==> src/rtl/buzzer_pattern_gen_if.sv <==
// buzzer_pattern_gen_if: CPU-side request/snooze inputs and buzzer-side status outputs.
interface buzzer_pattern_gen_if;
  logic buzzer_req;
  logic snooze;
  logic buzzer_pwm;
  logic beep_active;
  logic timed_out;
  modport master(output buzzer_req, snooze, input buzzer_pwm, beep_active, timed_out);
  modport slave(input buzzer_req, snooze, output buzzer_pwm, beep_active, timed_out);
endinterface

==> src/rtl/buzzer_pattern_gen.sv <==
// buzzer_pattern_gen: turns the alarm level into gated 50% tone bursts with snooze and auto-silence.
module buzzer_pattern_gen #(
  parameter int TONE_HALF_CYC = 12500,
  parameter int ON_CYC = 12500000,
  parameter int OFF_CYC = 12500000,
  parameter int BURSTS_MAX = 240
) (
  input logic clk_clk,
  input logic reset_reset,
  buzzer_pattern_gen_if.slave bus
);
  localparam int PMAX = ON_CYC > OFF_CYC ? ON_CYC : OFF_CYC;
  localparam int TW = TONE_HALF_CYC > 1 ? $clog2(TONE_HALF_CYC) : 1;
  localparam int PW = PMAX > 1 ? $clog2(PMAX) : 1;
  localparam int BW = BURSTS_MAX > 0 ? $clog2(BURSTS_MAX + 1) : 1;
  typedef enum logic [1:0] {IDLE, TONE_ON, TONE_OFF, MUTED} state_t;
  state_t state_q, state_d;
  logic [TW-1:0] tone_cnt_q, tone_cnt_d;
  logic [PW-1:0] phase_cnt_q, phase_cnt_d;
  logic [BW-1:0] burst_cnt_q, burst_cnt_d, burst_nxt;
  logic pwm_q, pwm_d, active_q, active_d, to_q, to_d;
  logic ringing, hit;
  always_comb begin
    state_d = state_q;
    tone_cnt_d = tone_cnt_q;
    phase_cnt_d = phase_cnt_q;
    burst_cnt_d = burst_cnt_q;
    pwm_d = pwm_q;
    to_d = to_q;
    ringing = state_q == TONE_ON || state_q == TONE_OFF;
    // saturating so a disabled timeout never wraps the burst count
    burst_nxt = &burst_cnt_q ? burst_cnt_q : burst_cnt_q + BW'(1);
    hit = BURSTS_MAX != 0 && burst_nxt == BW'(BURSTS_MAX);
    if (state_q == IDLE) begin
      if (bus.buzzer_req) begin
        state_d = TONE_ON;
        pwm_d = 1'b1;
        tone_cnt_d = '0;
        phase_cnt_d = '0;
        burst_cnt_d = '0;
      end
    end else if (!bus.buzzer_req) begin
      state_d = IDLE;
      pwm_d = 1'b0;
      to_d = 1'b0;
      tone_cnt_d = '0;
      phase_cnt_d = '0;
    end else if (ringing && bus.snooze) begin
      state_d = MUTED;
      pwm_d = 1'b0;
    end else if (state_q == TONE_ON) begin
      if (phase_cnt_q == PW'(ON_CYC - 1)) begin
        state_d = hit ? MUTED : TONE_OFF;
        to_d = hit;
        burst_cnt_d = burst_nxt;
        pwm_d = 1'b0;
        tone_cnt_d = '0;
        phase_cnt_d = '0;
      end else begin
        phase_cnt_d = phase_cnt_q + PW'(1);
        tone_cnt_d = tone_cnt_q == TW'(TONE_HALF_CYC - 1) ? '0 : tone_cnt_q + TW'(1);
        pwm_d = tone_cnt_q == TW'(TONE_HALF_CYC - 1) ? ~pwm_q : pwm_q;
      end
    end else if (state_q == TONE_OFF) begin
      state_d = phase_cnt_q == PW'(OFF_CYC - 1) ? TONE_ON : TONE_OFF;
      pwm_d = phase_cnt_q == PW'(OFF_CYC - 1);
      phase_cnt_d = phase_cnt_q == PW'(OFF_CYC - 1) ? '0 : phase_cnt_q + PW'(1);
      tone_cnt_d = '0;
    end
    active_d = state_d == TONE_ON || state_d == TONE_OFF;
  end
  always_ff @(posedge clk_clk or posedge reset_reset) begin
    if (reset_reset) begin
      state_q <= IDLE;
      tone_cnt_q <= '0;
      phase_cnt_q <= '0;
      burst_cnt_q <= '0;
      pwm_q <= 1'b0;
      active_q <= 1'b0;
      to_q <= 1'b0;
    end else begin
      state_q <= state_d;
      tone_cnt_q <= tone_cnt_d;
      phase_cnt_q <= phase_cnt_d;
      burst_cnt_q <= burst_cnt_d;
      pwm_q <= pwm_d;
      active_q <= active_d;
      to_q <= to_d;
    end
  end
  assign bus.buzzer_pwm = pwm_q;
  assign bus.beep_active = active_q;
  assign bus.timed_out = to_q;
endmodule

==> src/flat_wrapper.sv <==
// flat-port wrapper written by rule: the top's interface ports become plain ports
module buzzer_pattern_gen_flat 
#(
  parameter int TONE_HALF_CYC = 12500,
  parameter int ON_CYC = 12500000,
  parameter int OFF_CYC = 12500000,
  parameter int BURSTS_MAX = 240
)
  (clk_clk, reset_reset, bus_buzzer_req, bus_snooze, bus_buzzer_pwm, bus_beep_active, bus_timed_out);
  buzzer_pattern_gen_if bus_i ();
  input logic clk_clk;
  input logic reset_reset;
  input wire logic [$bits(bus_i.buzzer_req)-1:0] bus_buzzer_req;
  input wire logic [$bits(bus_i.snooze)-1:0] bus_snooze;
  output wire logic [$bits(bus_i.buzzer_pwm)-1:0] bus_buzzer_pwm;
  output wire logic [$bits(bus_i.beep_active)-1:0] bus_beep_active;
  output wire logic [$bits(bus_i.timed_out)-1:0] bus_timed_out;
  assign bus_i.buzzer_req = bus_buzzer_req;
  assign bus_i.snooze = bus_snooze;
  assign bus_buzzer_pwm = bus_i.buzzer_pwm;
  assign bus_beep_active = bus_i.beep_active;
  assign bus_timed_out = bus_i.timed_out;
  buzzer_pattern_gen #(.TONE_HALF_CYC(TONE_HALF_CYC), .ON_CYC(ON_CYC), .OFF_CYC(OFF_CYC), .BURSTS_MAX(BURSTS_MAX)) u_core (.clk_clk(clk_clk), .reset_reset(reset_reset), .bus(bus_i));
endmodule
==> config.mk <==
export PLATFORM = sky130hd
export DESIGN_NAME = buzzer_pattern_gen_flat
export DESIGN_NICKNAME = d
export VERILOG_FILES = /design/src/rtl/buzzer_pattern_gen_if.sv /design/src/rtl/buzzer_pattern_gen.sv /design/src/flat_wrapper.sv
export SDC_FILE = /design/constraint.sdc
export NUM_CORES = 1
export LEC_CHECK = 0
export ABC_AREA = 1
export CORE_MARGIN = 1.5
export CORE_UTILIZATION = 61
export CTS_BUF_LIST = sky130_fd_sc_hd__clkbuf_8 sky130_fd_sc_hd__clkbuf_16
export DETAILED_ROUTE_END_ITERATION = 7
export PLACE_DENSITY_LB_ADDON = 0.05
export SETUP_SLACK_MARGIN = 0.15
export SYNTH_ARGS = -nofsm -noshare
export SYNTH_HDL_FRONTEND = slang
export SYNTH_SLANG_ARGS = --single-unit
==> constraint.sdc <==
create_clock -name clk_clk -period 3.7 [get_ports clk_clk]
set_clock_uncertainty 0.1 [all_clocks]
set_input_delay 0.37 -clock clk_clk [delete_from_list [all_inputs] [get_ports clk_clk]]
set_output_delay 0.37 -clock clk_clk [all_outputs]
set_load 0.05 [all_outputs]
==> insert_results.sql, run 1 <==
INSERT INTO impl_metrics (metric_group, metric, value, unit) VALUES
('pwr', 'power.leakage', '1.48', 'nW'),
('detailed_routing', 'detail_route.wirelength', '6840', 'um'),
('pwr', 'comb_power_share', '0.420', ''),
('setup_path', 'worstPathArrival', '2.72', 'ns'),
('floorplanning', 'die_wd', '74.9', 'um'),
('pwr', 'power.switching', '0.737', 'mW'),
('sta', 'setup_slack', '1.08', 'ns'),
('final_layout', 'final_net_count', '455', ''),
('pwr', 'power.density', '490', 'nW/um^2'),
('floorplanning', 'top_level_ports', '7', ''),
('floorplanning', 'number_of_placement_rows', '25', ''),
('setup_path', 'worstPathCellList', 'inv_1 -> ha_1 -> nand2_1 -> inv_1 -> nand2_1 -> nand2_2 -> a21oi_4 -> buf_4 -> nand4_1 -> or2_0 -> nand2_1 -> nor2_1', ''),
('logic_synthesis', 'area_share_of_xor_xnor_cells_in_the_synthesized_design', '0.0194', ''),
('setup_path', 'critPathLaunchType', 'register', ''),
('sta', 'hold_viol_final', '0', ''),
('pwr', 'worst_ir_drop_vdd', '0.433', 'mV'),
('setup_path', 'maximum_single_stage_delay_on_the_critical_path', '0.45', 'ns'),
('sta', 'setup_total_negative_slack', '0', 'ns'),
('sta', 'worstMarginPinSlew', '1.04', 'ns'),
('logic_synthesis', 'synth-compound-area-share', '0.122', ''),
('pwr', 'power_report.internal_total', '0.911', 'mW'),
('setup_path', 'crit_slowest_cell', 'sky130_fd_sc_hd__a21oi_4', ''),
('clock_network', 'holdBufCountCts', '0', ''),
('job', 'cap_violations', '0', ''),
('clock_network', 'cts_resized', '0', ''),
('run_status', 'outcome', 'finished clean', ''),
('clock_network', 'numCtsBuffers', '5', ''),
('logic_synthesis', 'ys_seq_area_frac', '0.405', ''),
('setup_path', 'worst-path-max-fanout', '18', ''),
('setup_path', 'cp_common_cell', 'sky130_fd_sc_hd__nand2_1', ''),
('logic_synthesis', 'simple_gate_share_of_the_synthesized_area', '0.355', ''),
('grt', 'vias_in_the_first_global_route', '2599', ''),
('placed_design', 'post-dp-hpwl', '5070', 'um'),
('final_layout', 'post_route_cells_drive_above_1_share', '0.0762', ''),
('clock_network', 'h-tree-depth', '2', ''),
('logic_synthesis', 'ys_types', '37', ''),
('detailed_routing', 'drcViolationCount', '0', ''),
('final_layout', 'final_core_util', '0.694', ''),
('min_path', 'hold_path_class', 'register to register', ''),
('clock_network', 'maximum_buffer_depth_of_the_clock_tree', '2', ''),
('logic_synthesis', 'synth_top_family_by_area', 'simple AND/OR/NAND/NOR gates', ''),
('sta', 'period_needed', '2.62', 'ns'),
('logic_synthesis', 'yosys-mux-area-fraction', '0', ''),
('detailed_routing', 'drt_iter0_markers', '226', ''),
('placed_design', 'pre_cts_ws', '1.04', 'ns'),
('placed_design', 'placement.io_buffers', '6', ''),
('grt', 'gr-total-overflow', '0', ''),
('floorplanning', 'die-area', '5610', 'sq um'),
('logic_synthesis', 'netlist_area_before_placement', '3150', 'sq um'),
('clock_network', 'clock-root-buffer', 'sky130_fd_sc_hd__clkbuf_8', ''),
('final_layout', 'antenna-diode-count', '0', ''),
('grt', 'track_usage', '0.270', ''),
('sta', 'grt_setup_unrepaired', 'no', ''),
('setup_path', 'end_kind', 'register', ''),
('pwr', 'power.share.sequential', '0.382', ''),
('pwr', 'power.share.switching', '0.447', ''),
('placed_design', 'gp_congestion', '0.902', ''),
('final_layout', 'area_growth_syn_to_layout', '6.66', '%'),
('clock_network', 'cts_tree', 'built', ''),
('detailed_routing', 'num_vias', '2919', ''),
('final_layout', 'fillCellCount', '423', ''),
('pwr', 'p_clk_frac', '0.198', ''),
('grt', 'grt_max_degree', '52', ''),
('final_layout', 'most_common_cell_after_layout_fill_and_taps_aside', 'sky130_fd_sc_hd__nand2_1', ''),
('detailed_routing', 'ant_nets', '0', ''),
('floorplanning', 'vertical_die_dimension', '74.9', 'um'),
('sta', 'slew_violations', '0', ''),
('clock_network', 'number_of_clock_sinks', '51', ''),
('setup_path', 'timing.setup.critical_path_class', 'register to register', ''),
('setup_path', 'data_required_time_of_the_critical_path', '3.80', 'ns'),
('grt', 'grt_antenna_before_repair', '0', '');
[per-layer routing]
| metal | track usage | vias to the layer above | routed length [um] |
|---|---|---|---|
| met1 | 0.389 | 1378 | 3180 |
| met4 | 0.0929 | 0 | 85 |
| met3 | 0.0308 | 10 | 326 |
| met5 | 0 | - | 0 |
| met2 | 0.425 | 80 | 3240 |
| li1 | - | 1451 | - |
[Yosys cell counts]
cell	n	share of area
sky130_fd_sc_hd__nand2_1	106	0.13
sky130_fd_sc_hd__nor2_1	54	0.064
sky130_fd_sc_hd__dfrtp_1	51	0.40
sky130_fd_sc_hd__inv_1	49	0.058
sky130_fd_sc_hd__nand3_1	31	0.049
sky130_fd_sc_hd__o21ai_0	23	0.036
sky130_fd_sc_hd__a21oi_1	21	0.033
sky130_fd_sc_hd__nor3_1	20	0.032
sky130_fd_sc_hd__nand4_1	10	0.020
sky130_fd_sc_hd__nor2_2	8	0.016
sky130_fd_sc_hd__o21ai_1	7	0.011
sky130_fd_sc_hd__ha_1	6	0.024
sky130_fd_sc_hd__nand2_2	5	0.0099
sky130_fd_sc_hd__xor2_1	5	0.014
sky130_fd_sc_hd__a31oi_1	4	0.0079
sky130_fd_sc_hd__buf_2	3	0.0048
sky130_fd_sc_hd__inv_2	3	0.0036
sky130_fd_sc_hd__nor3_4	3	0.015
sky130_fd_sc_hd__o22ai_1	3	0.0060
sky130_fd_sc_hd__a22oi_1	2	0.0048
sky130_fd_sc_hd__and3_1	2	0.0040
sky130_fd_sc_hd__buf_4	2	0.0048
sky130_fd_sc_hd__nand3b_1	2	0.0048
sky130_fd_sc_hd__o21bai_1	2	0.0048
sky130_fd_sc_hd__xnor2_1	2	0.0056
sky130_fd_sc_hd__a211oi_1	1	0.0024
sky130_fd_sc_hd__a21boi_0	1	0.0024
sky130_fd_sc_hd__a21oi_4	1	0.0052
sky130_fd_sc_hd__a41oi_1	1	0.0028
sky130_fd_sc_hd__and2_1	1	0.0020
sky130_fd_sc_hd__clkinv_1	1	0.0012
sky130_fd_sc_hd__inv_4	1	0.0020
sky130_fd_sc_hd__nand4_4	1	0.0067
sky130_fd_sc_hd__nor2_4	1	0.0036
sky130_fd_sc_hd__o21ai_2	1	0.0028
sky130_fd_sc_hd__o31ai_1	1	0.0024
sky130_fd_sc_hd__or2_0	1	0.0020
[path summary, 6_finish.rpt]
path	startpoint	endpoint	slack, ns	cells past startpoint
worst max-delay path	u_core.state_q[0]$_DFF_PP0_	u_core.phase_cnt_q[23]$_DFFE_PP0P_	1.08	12
worst min-delay path	u_core.bus.buzzer_pwm$_DFFE_PP0P_	u_core.bus.buzzer_pwm$_DFFE_PP0P_	0.42	2
worst max register to register	u_core.state_q[0]$_DFF_PP0_	u_core.phase_cnt_q[23]$_DFFE_PP0P_	1.08	12
worst min register to register	u_core.bus.buzzer_pwm$_DFFE_PP0P_	u_core.bus.buzzer_pwm$_DFFE_PP0P_	0.42	2
max in group asynchronous	reset_reset	u_core.phase_cnt_q[15]$_DFFE_PP0P_	2.34	2
min in group asynchronous	reset_reset	u_core.tone_cnt_q[10]$_DFFE_PP0P_	0.52	2
[cells by family after synthesis]
logic type      Yosys count
compound gates           68
fa+ha+maj                 6
buf+inv                  59
flops                    51
simple gates            245
xor+xnor                  7
[state kept, by name (all words and copies together) (netlist names)]
signal / count
u_core.burst_cnt_q: 8
u_core.bus.beep_active: 1
u_core.bus.buzzer_pwm: 1
u_core.bus.timed_out: 1
u_core.phase_cnt_q: 24
u_core.state_q: 2
u_core.tone_cnt_q: 14
[power groups by stage]
stage / Sequential (mW) / Clock (mW) / Combinational [mW]
6_report: 0.629 / 0.327 / 0.693
5_1_grt: 0.635 / 0.354 / 0.776
4_1_cts: 0.628 / 0.336 / 0.687
3_5_place_dp: 0.639 / 0 / 0.683
3_3_place_gp: 0.640 / 0 / 0.665
2_1_floorplan: 0.673 / 0 / 0.503
[critical path: cells and delay by family, from the launching register on]
kind	cells	cell delay [ns]
and+or+nand+nor	7	0.73
buffers and inverters	3	0.56
AOI/OAI and AO/OA	1	0.45
DFF	1	0.41
adders and majority gates	1	0.26
[metrics by stage]
| stage | hold WS [ns] | area, sq um | instances | power [mW] |
|---|---|---|---|---|
| 2_1_floorplan | 0.363 | 3150 | 436 | 1.18 |
| 3_3_place_gp | 0.390 | 3280 | 505 | 1.30 |
| 3_5_place_dp | 0.395 | 3280 | 505 | 1.32 |
| 4_1_cts | 0.417 | 3360 | 513 | 1.65 |
| 5_1_grt | 0.446 | 3360 | 513 | 1.76 |
| 6_report | 0.417 | 3360 | 513 | 1.65 |
[layout make-up]
| class | count | area (sq um) | share of cell area |
|---|---|---|---|
| repair buffers | 7 | 67.6 | 0.0201 |
| clock inverters | 3 | 20.0 | 0.00595 |
| multi-input cells | 326 | 1640 | 0.488 |
| inverters | 54 | 205 | 0.0610 |
| flip-flops and latches | 51 | 1280 | 0.379 |
| well taps | 67 | 83.8 | 0.0249 |
| clock buffers | 5 | 68.8 | 0.0205 |
No activity file was read; power rests on OpenSTA's default activity.
==> inputs of run 2 (changes only) <==
--- a/config.mk
+++ b/config.mk
@@ -7,7 +7,7 @@
 export LEC_CHECK = 0
 export ABC_AREA = 1
 export CORE_MARGIN = 1.5
-export CORE_UTILIZATION = 61
+export CORE_UTILIZATION = 56
 export CTS_BUF_LIST = sky130_fd_sc_hd__clkbuf_8 sky130_fd_sc_hd__clkbuf_16
 export DETAILED_ROUTE_END_ITERATION = 7
 export PLACE_DENSITY_LB_ADDON = 0.05
==> constraint.sdc (replaced) <==
create_clock -name clk_clk -period 2.3 [get_ports clk_clk]
set_clock_uncertainty 0.1 [all_clocks]
set_input_delay 0.23 -clock clk_clk [delete_from_list [all_inputs] [get_ports clk_clk]]
set_output_delay 0.23 -clock clk_clk [all_outputs]
set_load 0.05 [all_outputs]
==> run 2 against run 1 <==
Effect of this change:
- combinational power is 130% higher
- register-to-register slack worse by 0.86 ns
- sequential cell count did not move
- non-clock buffer count increased by 26
- final area increased by 11%
- global-route usage is 1.4 points lower
- sequential power up 61%
- final cell count is 6.0% higher
- worst hold slack got worse by 0.11 ns
- setup slack worse by 0.86 ns
- first-iteration DRC count shrank 3.1%
- wire length is 11% higher
- largest cell class unchanged
- largest power group unchanged
==> insert_results.sql, run 2 (synthesis gave the netlist of run 1 again) <==
INSERT INTO impl_metrics (metric_group, metric, value, unit) VALUES
('run_status', 'outcome', 'finished clean', ''),
('floorplanning', 'floorplan.initialDensity', '0.576', ''),
('placed_design', 'post-dp-hpwl', '5210', 'um'),
('final_layout', 'register_area', '1280', 'sq um'),
('job', 'cap_violations', '0', ''),
('floorplanning', 'core_area', '5470', 'sq um'),
('sta', 'min_period_over_period', '0.904', ''),
('placed_design', 'placement.io_buffers', '6', ''),
('pwr', 'worst_ir_drop_vdd', '0.855', 'mV'),
('final_layout', 'antenna-diode-count', '0', ''),
('sta', 'fmax', '481', 'MHz'),
('setup_path', 'worst-r2r-setup-slack', '0.22', 'ns'),
('clock_network', 'h-tree-depth', '2', ''),
('sta', 'hold_viol_final', '0', ''),
('detailed_routing', 'ant_nets', '0', ''),
('clock_network', 'cts_tree', 'built', ''),
('sta', 'period_needed', '2.08', 'ns'),
('final_layout', 'largestRegisters', 'u_core.phase_cnt_q: 24 flops, u_core.tone_cnt_q: 14 flops, u_core.burst_cnt_q: 8 flops', ''),
('setup_path', 'gate_family_responsible_for_the_most_delay_along_the_worst_path', 'simple AND/OR/NAND/NOR gates', ''),
('final_layout', 'area_growth_syn_to_layout', '18.0', '%'),
('min_path', 'hold_path_class', 'primary input to async pin', ''),
('pwr', 'total_power_consumption', '3.25', 'mW'),
('setup_path', 'critPathLaunchType', 'register', ''),
('setup_path', 'rr_endpoint', 'u_core.phase_cnt_q[22]$_DFFE_PP0P_', ''),
('grt', 'grt_first_pass_wirelength', '12600', 'um'),
('setup_path', 'maximum_single_stage_delay_on_the_critical_path', '0.41', 'ns'),
('pwr', 'power.density', '874', 'nW/um^2'),
('sta', 'setup_total_negative_slack', '0', 'ns'),
('sta', 'grt_setup_unrepaired', 'no', ''),
('detailed_routing', 'drt-vias-per-instance', '5.56', ''),
('detailed_routing', 'routedWlPerCell', '13.9', 'um'),
('sta', 'max_slew_margin', '0.577', ''),
('detailed_routing', 'drcViolationCount', '0', ''),
('grt', 'gr-total-overflow', '0', ''),
('setup_path', 'r2r.worst_path.cells', '14', ''),
('setup_path', 'timing.setup.critical_path_class', 'register to register', ''),
('grt', 'grt_antenna_before_repair', '0', ''),
('final_layout', 'fillCellCount', '493', ''),
('setup_path', 'worstPathArrival', '2.22', 'ns'),
('setup_path', 'end_kind', 'register', ''),
('detailed_routing', 'dr.pass1.iters', '5', ''),
('floorplanning', 'vertical_die_dimension', '78.1', 'um'),
('final_layout', 'most_common_cell_after_layout_fill_and_taps_aside', 'sky130_fd_sc_hd__nand2_1', ''),
('clock_network', 'clk_latency', '0.30', 'ns'),
('setup_path', 'data_required_time_of_the_critical_path', '2.44', 'ns'),
('final_layout', 'final_net_count', '481', ''),
('setup_path', 'worst_r2r_startpoint', 'u_core.state_q[1]$_DFF_PP0_', ''),
('grt', 'track_usage', '0.256', ''),
('floorplanning', 'number_of_placement_rows', '27', ''),
('setup_path', 'worst-path-max-fanout', '8', ''),
('final_layout', 'multi_input_comb_area', '1740', 'sq um'),
('final_layout', 'layout.cells.most_common_list', 'sky130_fd_sc_hd__nand2_1, sky130_fd_sc_hd__dfrtp_1, sky130_fd_sc_hd__nor2_1', ''),
('final_layout', 'post_route_cells_drive_above_1_share', '0.169', ''),
('detailed_routing', 'num_vias', '3023', ''),
('floorplanning', 'die_wd', '78.1', 'um'),
('clock_network', 'clock-root-buffer', 'sky130_fd_sc_hd__clkbuf_8', ''),
('sta', 'worstMarginPinSlew', '0.634', 'ns'),
('setup_path', 'cp_common_cell', 'sky130_fd_sc_hd__nand2_4', ''),
('detailed_routing', 'detail_route.wirelength', '7570', 'um'),
('clock_network', 'clkTransAtPathRegs', '0.09', 'ns'),
('clock_network', 'numCtsBuffers', '5', ''),
('setup_path', 'crit_slowest_cell', 'sky130_fd_sc_hd__dfrtp_1', ''),
('sta', 'finalSetupViolCount', '0', ''),
('clock_network', 'holdBufCountCts', '0', ''),
('grt', 'vias_in_the_first_global_route', '2878', ''),
('sta', 'slew_violations', '0', ''),
('sta', 'hold_ws', '0.307', 'ns'),
('pwr', 'power.leakage', '1.65', 'nW'),
('floorplanning', 'top_level_ports', '7', ''),
('clock_network', 'maximum_buffer_depth_of_the_clock_tree', '2', ''),
('detailed_routing', 'drt_iter0_markers', '219', ''),
('final_layout', 'largest_register_ffs', '24', ''),
('placed_design', 'gp_congestion', '0.923', ''),
('clock_network', 'number_of_clock_sinks', '51', ''),
('floorplanning', 'die-area', '6090', 'sq um'),
('setup_path', 'critical_path_buf_inv_count', '5', ''),
('final_layout', 'registers.top_by_ff_count', 'u_core.phase_cnt_q', ''),
('setup_path', 'worstPathCellList', 'inv_2 -> ha_4 -> nand2_4 -> inv_4 -> nand2_4 -> nand2_4 -> a21oi_4 -> buf_12 -> inv_8 -> nor3_4 -> nand3_2 -> o21ai_2 -> inv_1 -> nor2_1', ''),
('grt', 'grt_max_degree', '52', '');
## run 2: cell types whose count changed in the layout (fill, tap and decap cells not counted), moves of 3 or more
cell	delta
sky130_fd_sc_hd__o21ai_0	-3
sky130_fd_sc_hd__buf_4	+24
sky130_fd_sc_hd__inv_1	-3
sky130_fd_sc_hd__nor2_1	-5
sky130_fd_sc_hd__nand2_1	-4
sky130_fd_sc_hd__nor2_4	+3
sky130_fd_sc_hd__ha_1	-3
sky130_fd_sc_hd__nand2_4	+4
## run 2: final cells by class
type / instances / share of cell area
Multi-Input combinational cell: 326 / 0.468
Sequential cell: 51 / 0.343
Timing Repair Buffer: 33 / 0.0759
Inverter: 54 / 0.0575
Tap cell: 72 / 0.0242
Clock buffer: 6 / 0.0222
Clock inverter: 2 / 0.00941
## run 2: worst register-to-register path: stages, from the launching register on
cell,delay (ns)
sky130_fd_sc_hd__dfrtp_1,0.41
sky130_fd_sc_hd__inv_2,0.11
sky130_fd_sc_hd__ha_4,0.22
sky130_fd_sc_hd__nand2_4,0.07
sky130_fd_sc_hd__inv_4,0.04
sky130_fd_sc_hd__nand2_4,0.06
sky130_fd_sc_hd__nand2_4,0.06
sky130_fd_sc_hd__a21oi_4,0.21
sky130_fd_sc_hd__buf_12,0.15
sky130_fd_sc_hd__inv_8,0.05
sky130_fd_sc_hd__nor3_4,0.14
sky130_fd_sc_hd__nand3_2,0.12
sky130_fd_sc_hd__o21ai_2,0.14
sky130_fd_sc_hd__inv_1,0.05
sky130_fd_sc_hd__nor2_1,0.10
## run 2: worst max path at each step
stage	endpoint	cells past startpoint	slack [ns]	startpoint
global placement	u_core.phase_cnt_q[2]$_DFFE_PP0P_	8	0.13	u_core.state_q[0]$_DFF_PP0_
finish	u_core.phase_cnt_q[22]$_DFFE_PP0P_	14	0.22	u_core.state_q[1]$_DFF_PP0_
detailed placement	u_core.phase_cnt_q[2]$_DFFE_PP0P_	8	0.1	u_core.state_q[0]$_DFF_PP0_
CTS	u_core.phase_cnt_q[22]$_DFFE_PP0P_	14	0.15	u_core.state_q[1]$_DFF_PP0_
global route	u_core.bus.beep_active$_DFF_PP0_	14	0.09	u_core.burst_cnt_q[1]$_DFFE_PP0P_
floorplan	u_core.phase_cnt_q[11]$_DFFE_PP0P_	11	0.30	u_core.state_q[0]$_DFF_PP0_
## run 2: power by group
| part | switching, mW | leakage (nW) | internal (mW) |
|---|---|---|---|
| clock | 0.294 | 0.0612 | 0.352 |
| combinational | 0.985 | 0.889 | 0.612 |
| sequential | 0.0505 | 0.702 | 0.961 |
## run 2: metrics by stage
step                      setup slack [ns]  std cells  utilization  area [sq um]
after detailed placement            0.0981        519        0.612          3350
after global placement               0.128        519        0.612          3350
after floorplan                      0.300        436            -          3150
after CTS                            0.151        533        0.646          3540
final                                0.221        544        0.680          3720
after global routing                0.0926        544        0.680          3720
## run 2: repair_timing
action,4_1_cts,5_1_grt
setup buffers,6,11
gates resized for setup,5,31
endpoints found under the setup margin,14,31
cloned,0,0
pin swaps,2,9
## run 2: per-layer routing
layer,track usage,vias to the layer above,wire [um]
li1,-,1510,-
met1,0.350,1423,3510
met2,0.409,77,3610
met3,0.0477,13,315
met4,0.0875,0,138
met5,0,-,0
